**config.mk**
```make
export PLATFORM = sky130hd
export DESIGN_NAME = chip8_scanout
export DESIGN_NICKNAME = d
export VERILOG_FILES = /design/src/rtl/chip8_pkg.sv /design/src/rtl/chip8_pix_fifo.sv /design/src/rtl/chip8_scanout.sv
export SDC_FILE = /design/constraint.sdc
export NUM_CORES = 1
export LEC_CHECK = 0
export CAP_MARGIN = 15
export CORE_UTILIZATION = 30
export DETAILED_ROUTE_END_ITERATION = 8
export SYNTH_ARGS = -nofsm -noshare
export SYNTH_HDL_FRONTEND = slang
export SYNTH_SLANG_ARGS = --single-unit
```
**constraint.sdc**
```tcl
create_clock -name clk_in -period 3.81 [get_ports clk_in]
set_clock_uncertainty 0.15 [all_clocks]
set_input_delay 1.143 -clock clk_in [delete_from_list [all_inputs] [get_ports clk_in]]
set_output_delay 1.143 -clock clk_in [all_outputs]
set_load 0.03 [all_outputs]
```
**src/rtl/chip8_pkg.sv**
```systemverilog
// Shared dimensions and types for the CHIP-8 framebuffer scan path.
package chip8_pkg;

  localparam int CHIP8_W = 64;
  localparam int CHIP8_H = 32;

  typedef logic [31:0] pixel_t;

  typedef enum logic [1:0] {
    IDLE,
    RUN,
    DONE
  } scan_state_t;

endpackage

```
**src/rtl/chip8_pix_fifo.sv**
```systemverilog
// Two-entry show-ahead FIFO holding prefetched VRAM words ahead of the pixel stream.
module chip8_pix_fifo
  import chip8_pkg::*;
(
  input  logic       clk_in,
  input  logic       rst_in,
  input  logic       push,
  input  pixel_t     push_data,
  input  logic       pop,
  output pixel_t     head,
  output logic [1:0] count
);

  pixel_t mem [2];
  logic   wr_ptr;
  logic   rd_ptr;

  always_ff @(posedge clk_in) begin
    if (rst_in) begin
      mem[0] <= '0;
      mem[1] <= '0;
      wr_ptr <= 1'b0;
      rd_ptr <= 1'b0;
      count  <= 2'd0;
    end else begin
      if (push) begin
        mem[wr_ptr] <= push_data;
        wr_ptr      <= ~wr_ptr;
      end
      if (pop) begin
        rd_ptr <= ~rd_ptr;
      end
      count <= count + 2'(push) - 2'(pop);
    end
  end

  assign head = mem[rd_ptr];

endmodule

```
**src/rtl/chip8_scanout.sv**
```systemverilog
// Raster-order VRAM reader streaming pixels over valid/ready with integer replication.
//   state | meaning
//   IDLE  | waiting for frame_req
//   RUN   | fetching from VRAM and streaming beats
//   DONE  | one-cycle frame_done pulse
module chip8_scanout
  import chip8_pkg::*;
#(
  parameter int WIDTH  = CHIP8_W,
  parameter int HEIGHT = CHIP8_H,
  parameter int SCALE  = 1,
  parameter int ADDR_W = 11
) (
  input  logic              clk_in,
  input  logic              rst_in,
  input  logic              frame_req,
  output logic              busy,
  output logic              vram_rd_en,
  output logic [ADDR_W-1:0] vram_rd_addr,
  input  logic [31:0]       vram_rd_data,
  output logic              pix_valid,
  input  logic              pix_ready,
  output logic [31:0]       pix_data,
  output logic              pix_sof,
  output logic              pix_eol,
  output logic              frame_done
);

  localparam logic [15:0] SRC_X_MAX = 16'(WIDTH - 1);
  localparam logic [15:0] SRC_Y_MAX = 16'(HEIGHT - 1);
  localparam logic [15:0] REP_MAX   = 16'(SCALE - 1);
  localparam logic [15:0] OUT_X_MAX = 16'(WIDTH * SCALE - 1);
  localparam logic [15:0] OUT_Y_MAX = 16'(HEIGHT * SCALE - 1);

  scan_state_t state_q, state_d;
  logic [15:0] src_x, src_y, rep_y;
  logic [15:0] rep_x, out_x, out_y;
  logic        fetch_done;
  logic        inflight;
  logic [1:0]  fifo_count;
  pixel_t      fifo_head;
  logic        beat, pop, last_beat, rd_issue;

  chip8_pix_fifo u_fifo (
    .clk_in    (clk_in),
    .rst_in    (rst_in),
    .push      (inflight),
    .push_data (vram_rd_data),
    .pop       (pop),
    .head      (fifo_head),
    .count     (fifo_count)
  );

  assign pix_valid = (state_q == RUN) && (fifo_count != 2'd0);
  assign beat      = pix_valid && pix_ready;
  assign pop       = beat && (rep_x == REP_MAX);
  assign last_beat = beat && (out_x == OUT_X_MAX) && (out_y == OUT_Y_MAX);

  // Words already held or on their way must leave room for the next read.
  assign rd_issue = (state_q == RUN) && !fetch_done &&
                    ((3'(fifo_count) + 3'(inflight)) < (3'd2 + 3'(pop)));

  assign vram_rd_en   = rd_issue;
  assign vram_rd_addr = ADDR_W'(src_y) * ADDR_W'(WIDTH) + ADDR_W'(src_x);
  assign pix_data     = pix_valid ? fifo_head : '0;
  assign pix_sof      = pix_valid && (out_x == 16'd0) && (out_y == 16'd0);
  assign pix_eol      = pix_valid && (out_x == OUT_X_MAX);

  always_ff @(posedge clk_in) begin
    if (rst_in) begin
      state_q <= IDLE;
    end else begin
      state_q <= state_d;
    end
  end

  always_comb begin
    state_d    = state_q;
    busy       = 1'b0;
    frame_done = 1'b0;
    case (state_q)
      IDLE: if (frame_req) state_d = RUN;
      RUN: begin
        busy = 1'b1;
        if (last_beat) state_d = DONE;
      end
      DONE: begin
        busy       = 1'b1;
        frame_done = 1'b1;
        state_d    = IDLE;
      end
      default: state_d = IDLE;
    endcase
  end

  always_ff @(posedge clk_in) begin
    if (rst_in) begin
      inflight <= 1'b0;
    end else begin
      inflight <= rd_issue;
    end
  end

  // Each source row is fetched SCALE times to produce vertical replication.
  always_ff @(posedge clk_in) begin
    if (rst_in || state_q == IDLE) begin
      src_x      <= '0;
      src_y      <= '0;
      rep_y      <= '0;
      fetch_done <= 1'b0;
    end else if (rd_issue) begin
      if (src_x == SRC_X_MAX) begin
        src_x <= '0;
        if (rep_y == REP_MAX) begin
          rep_y <= '0;
          if (src_y == SRC_Y_MAX) begin
            src_y      <= '0;
            fetch_done <= 1'b1;
          end else begin
            src_y <= src_y + 16'd1;
          end
        end else begin
          rep_y <= rep_y + 16'd1;
        end
      end else begin
        src_x <= src_x + 16'd1;
      end
    end
  end

  always_ff @(posedge clk_in) begin
    if (rst_in || state_q == IDLE) begin
      rep_x <= '0;
      out_x <= '0;
      out_y <= '0;
    end else if (beat) begin
      rep_x <= (rep_x == REP_MAX) ? '0 : rep_x + 16'd1;
      if (out_x == OUT_X_MAX) begin
        out_x <= '0;
        out_y <= (out_y == OUT_Y_MAX) ? '0 : out_y + 16'd1;
      end else begin
        out_x <= out_x + 16'd1;
      end
    end
  end

endmodule

```
# Word level (Yosys, flattened, before mapping)
# Memories as Yosys holds them, arrays and structs flattened. A register that Yosys moved wholly into a read port is not among the register bits.
# Cells that the tools add are included.
# Widths: inputs -> output; s select.
[totals]
register_bits = 104
ram_bits = 64
input_bits = 36
out_inout_bits = 49
elab_cells = 82
memories = 1
[op_classes]
addsub = 11
n_lt_le_gt_ge = 1
n_eq_ne = 8
n_mux = 22
bitwise = 2
reduce_logical = 25
[memory_table]
columns = ["name", "words", "width", "read_ports", "rd_clocked_by_memory_dff", "write_ports", "line_no", "rtl"]
rows = [
  ["u_fifo.mem", 2, 32, 1, 1, 2, "chip8_pix_fifo.sv:14", "pixel_t mem [2];"],
]
[ops]
columns = ["op", "count"]
rows = [
  ["$add 16x1->16 const B", 6],
  ["$mux 16", 6],
  ["$logic_not 16->1", 4],
  ["$mux 32", 2],
  ["$eq 16x5->1 const B", 2],
  ["$eq 16x6->1 const B", 2],
  ["$reduce_or 32->1", 1],
  ["$add 11x11->11", 1],
  ["$mux 1", 11],
  ["$logic_and 1x1->1", 10],
  ["$reduce_and 2->1", 3],
  ["$mux 2", 2],
  ["$ne 2x2->1 const B", 2],
  ["$pmux 2 s2", 1],
  ["$reduce_and 4->1", 1],
  ["$add 2x1->3", 1],
  ["$add 2x1->3 const A", 1],
  ["$lt 3x3->1", 1],
  ["$reduce_and 3->1", 1],
  ["$add 2x1->2", 1],
  ["$eq 2x1->1 const B", 1],
  ["$eq 2x2->1 const B", 1],
  ["$logic_not 2->1", 1],
  ["$not 1->1", 2],
  ["5 further kinds", 5],
]

# Depth between registers and ports, before layout
[depth]
ltp_word = 8
ltp_mapped = 11
ltp_nobuf = 10

# Modules after synthesis
# Synthesis repeated with hierarchy kept, for this count alone.
[unflattened]
cells_unflattened = 925
area_unflattened_um2 = 8812.2
[modules_own_cells]
columns = ["mod", "instances", "cells_per_inst", "area_each_um2", "seq_area_each_um2"]
rows = [
  ["chip8_scanout", 1, 697, 5612.9, 2001.9],
  ["chip8_pix_fifo", 1, 228, 3199.3, 2021.9],
]

# Worst setup path before layout
# No wires, ideal clock.
[synth_path]
path_kind = "input to output"
from = "input pix_ready"
to = "output vram_rd_en"
arrival_time_ns = 2.315
required_time_ns = 2.517
path_slack_ns = 0.202
cell_stages = 7
n_path_buf = 3
path_cell_list = "o211a_1 > buf_2 > nand4_1 > o21a_1 > buf_2 > clkinv_1 > buf_2"
[synth_via]
elab_chain_len = 5
[synth_lines]
columns = ["item", "line_no", "rtl"]
rows = [
  ["from (decl)", "chip8_scanout.sv:22", "input logic pix_ready,"],
  ["$logic_and 1x1->1", "chip8_scanout.sv:55", "assign beat = pix_valid && pix_ready;"],
  ["$logic_and 1x1->1", "chip8_scanout.sv:56", "assign pop = beat && (rep_x == REP_MAX);"],
  ["$add 2x1->3", "chip8_scanout.sv:61", "((3'(fifo_count) + 3'(inflight)) < (3'd2 + 3'(pop)));"],
  ["$lt 3x3->1", "chip8_scanout.sv:61", ""],
  ["$logic_and 1x1->1", "chip8_scanout.sv:60", "assign rd_issue = (state_q == RUN) && !fetch_done &&"],
  ["to (decl)", "chip8_scanout.sv:18", "output logic vram_rd_en,"],
]
# Every way passes these cells.

# Final worst setup path
[layout_path]
from = "register state_q[1]"
to = "output pix_data[9]"
[layout_via]
elab_chain_len = 3
[layout_lines]
columns = ["item", "line_no", "rtl"]
rows = [
  ["from (decl)", "chip8_scanout.sv:35", "scan_state_t state_q, state_d;"],
  ["from (signal assigned)", "chip8_scanout.sv:73", "state_q <= state_d;"],
  ["$eq 2x1->1", "chip8_scanout.sv:54", "assign pix_valid = (state_q == RUN) && (fifo_count != 2'd0);"],
  ["$logic_and 1x1->1", "chip8_scanout.sv:54", ""],
  ["$mux 32", "chip8_scanout.sv:65", "assign pix_data = pix_valid ? fifo_head : '0;"],
  ["to (decl)", "chip8_scanout.sv:23", "output logic [31:0] pix_data,"],
]
# Every way passes these cells.

==> out/results.tsv <==
stage	metric	value	unit
critical_path	CP required	2520	ps
layout	post-route insts no fill	1358	
clock_tree	Hold Buf Count CTS	0	
hold_path	worst min path class	reg2reg	
yosys	Yosys Warn Count	0	
clock_tree	total CTS buffers	17	
pwr	leakage	3.67	nW
sta	final hold violation count	0	
floorplanning	Die X	171	µm
clock_tree	TritonCTS clock tree	yes	
yosys	Synth top area share	24.6	%
placed_design	I/O Buffers	84	
global_routing	met3 Track Usage GR	2.45	%
sta	RSZ-0062 raised after global routing	false	
pwr	Switch Pwr	0.00108	W
global_routing	gr usage total	13.8	%
clock_tree	CTS clk-pin slew, worst paths	70	ps
critical_path	reg2reg end	src_y[1]$_SDFFE_PP0P_	
global_routing	met1 usage	18.0	%
critical_path	crit path DAT	2340	ps
global_routing	vias in the first global route	6313	
sta	Min Hold Slack	328	ps
yosys	Synth async-reset ratio	0	%
pwr	sequential share of power	47.7	%
critical_path	RR Startpoint	inflight$_SDFF_PP0_	
pwr	Sw Ratio	26.5	%
detailed_routing	vias per std cell	4.92	
yosys	Avg Cell Area, Syn	9.54	µm²
global_routing	met2 usage	23.1	%
yosys	Post-synth EDFFs	64	
yosys	Netlist cell types	56	
placed_design	HPWL Detailed	12800	µm
yosys	Synth Flop Type	dfxtp_1	
yosys	synthesized cell area	0.00854	mm²
yosys	Syn Inst Count	896	
layout	fin area	0.0105	mm²
clock_tree	post-CTS setup buffers	0	
critical_path	FF-to-FF path depth	7	
sta	max-slew violations	0	
critical_path	kind of critical path	reg2out	
layout	Seq. cell area	0.00403	mm²
detailed_routing	number of vias in the routed layout	6677	
detailed_routing	Antenna Nets Post-Route	0	
floorplanning	number of top-level pins	85	
clock_tree	clock latency at the later pin of the worst-skew pair	430	ps
pwr	Logic pwr share	8.5	%
detailed_routing	WL final	19600	µm
yosys	register area share after synthesis	47.1	%
pwr	Design Power	0.00408	W
floorplanning	initial core utilization	30.6	%
sta	min Tclk post-route	3630	ps
sta	Tcrit/Tclk final	95.2	%
critical_path	Crit. Startpoint	state_q[1]$_SDFFE_PP0P_	
pwr	Clock Power Share	43.9	%
critical_path	Reg2Reg Setup Slack	1010	ps
placed_design	RePlAce Congestion	0.793	
yosys	Yosys reg bits	169	
clock_tree	root buffer cell	clkbuf_16	
global_routing	initial antenna violation count	0	
job	Max Cap Violations	0	
sta	Fmax	276	MHz
critical_path	crit end category	primary output	
layout	Fillers	2833	
global_routing	Congestion Overflow GR	0	
hold_path	WHS Path Cells	2	
placed_design	dpl cell area	0.00980	mm²
detailed_routing	initial DRC count	509	
sta	Tightest Pin Transition	895	ps
clock_tree	CTS Buffer Depth	2	
floorplanning	DIE HEIGHT	171	µm
layout	Area growth syn-to-layout	22.3	%
pwr	Peak VDD IR	0.305	mV
detailed_routing	DR DRC count	0	
floorplanning	die area	0.0292	mm²
global_routing	grt peak-use layer	met2	
global_routing	first-pass GRT wire length	32000	µm
critical_path	crit path to	pix_data[9]	
placed_design	cell total after placement	1326	
layout	most common cell after layout, fill and taps aside	nor2_1	
floorplanning	core area	0.0279	mm²
yosys	Yosys top cell by area	dfxtp_1	
layout	commonest cells after routing, fill and taps aside	nor2_1 (111), dfxtp_1 (104), clkdlybuf4s50_1 (67)	
layout	Multi-input gate area	0.00421	mm²
layout	share of cells above drive strength 1	7.24	%
layout	Ant. Diodes	0	
detailed_routing	post-DR wirelength/cell	14.4	µm
critical_path	CP Launch Type	flop	
sta	setup TNS	0	ps
layout	Layout Nets	1026	
critical_path	crit-path max FO	34	
yosys	top post-synthesis cells by area	dfxtp_1 (25%), edfxtp_1 (22%), nor2_1 (4.9%), mux2i_1 (4.8%), and2_1 (4.8%)	
sta	# setup viols final	0	
pwr	Cell Int Power	0.00300	W
clock_tree	clock sinks	169	
global_routing	largest net degree at the start of global routing	65	
detailed_routing	drt first pass iters	5	
outcome	outcome	finished clean	
floorplanning	FP Rows	61	
sta	relative slew slack	40.3	%
clock_tree	H-tree depth	4	
pwr	Power Dens Cells	391	mW/mm²
yosys	syn nets	955	
-- metrics by stage --
stage               setup slack [ps]  utilization [%]
global route                    5.33             37.4
finish                           181             37.4
detailed placement              1.03             35.1
floorplan                        202                -
global placement               -18.7             35.1
CTS                             14.3             37.3
-- what timing repair did --
action                                  in CTS  in global routing
endpoints found under the hold margin        0                  0
endpoints found under the setup margin       3                 35
gates resized for setup                      3                 16
cloned                                       0                  0
-- routing by layer --
layer / up-vias / share of wire, %
met5: - / 0
met4: 0 / 0.98
met3: 15 / 2.6
met2: 88 / 49
met1: 3208 / 47
li1: 3366 / -
-- critical path, stage by stage (launching register included) --
cell,delay (ps)
dfxtp_1,340
inv_1,100
ha_1,290
o21ai_2,110
buf_6,210
nor2_1,160
clkdlybuf4s50_1,690
-- power groups by stage --
stage	registers, W	clock network, W	logic, W
finish	0.00195	0.00179	0.000346
global route	0.00195	0.00192	0.000379
CTS	0.00195	0.00184	0.000352
detailed placement	0.00199	0	0.000350
global placement	0.00199	0	0.000350
floorplan	0.00198	0	0.000214
-- Yosys cell counts (3+ instances only) --
cell type / count
a21o_1: 3
a21oi_1: 38
a31oi_1: 8
and2_1: 65
and3_1: 14
and4_1: 9
buf_1: 5
buf_2: 6
buf_4: 6
clkbuf_1: 33
dfxtp_1: 105
edfxtp_1: 64
ha_1: 22
inv_1: 29
mux2i_1: 41
nand2_1: 53
nand2b_1: 3
nand3_1: 38
nand4_1: 26
nand4b_1: 5
nor2_1: 111
nor3_1: 23
nor4_1: 28
nor4_2: 3
nor4_4: 4
o211ai_1: 3
o21ai_0: 18
o21ai_1: 3
o311ai_0: 5
o31ai_1: 13
o41ai_1: 3
or3_1: 19
or4_1: 7
or4b_1: 5
xnor2_1: 31
xor2_1: 21
-- logic make-up (layout without fill, tap and decap cells) --
family | count (synthesis) | after routing | synth area share (%)
DFF | 169 | 169 | 47.1
adders and majority gates | 23 | 23 | 3.46
buffers and inverters | 80 | 164 | 3.87
muxes | 41 | 41 | 4.80
AOI/OAI and AO/OA | 103 | 103 | 7.45
and+or+nand+nor | 428 | 428 | 28.0
xor gates and xnor gates | 52 | 52 | 5.33
-- worst min path at each step --
stage,startpoint,end,slack (ps)
3_5_place_dp,src_y[15]$_SDFFE_PP0P_,src_y[15]$_SDFFE_PP0P_,320
5_1_grt,src_y[10]$_SDFFE_PP0P_,src_y[10]$_SDFFE_PP0P_,370
4_1_cts,src_y[15]$_SDFFE_PP0P_,src_y[15]$_SDFFE_PP0P_,340
6_report,src_y[15]$_SDFFE_PP0P_,src_y[15]$_SDFFE_PP0P_,330
3_3_place_gp,src_y[15]$_SDFFE_PP0P_,src_y[15]$_SDFFE_PP0P_,300
2_1_floorplan,src_y[15]$_SDFFE_PP0P_,src_y[15]$_SDFFE_PP0P_,290
-- state kept, by name (all words and copies together) (netlist names), 2 cells and up, named ones only --
name / flops
rep_y: 16
rep_x: 16
out_x: 16
u_fifo.count: 2
src_y: 16
u_fifo.mem: 64
out_y: 16
state_q: 2
src_x: 16
-- cell type report --
type / instances / area share [%]
sequential: 169 / 38.5
clock inverter: 15 / 1.84
timing repair buffer: 102 / 9.74
tap: 378 / 4.52
inverter: 30 / 1.08
multi-input combinational: 647 / 40.2
clock buffer: 17 / 4.07
(Power assumes the default switching activity.)
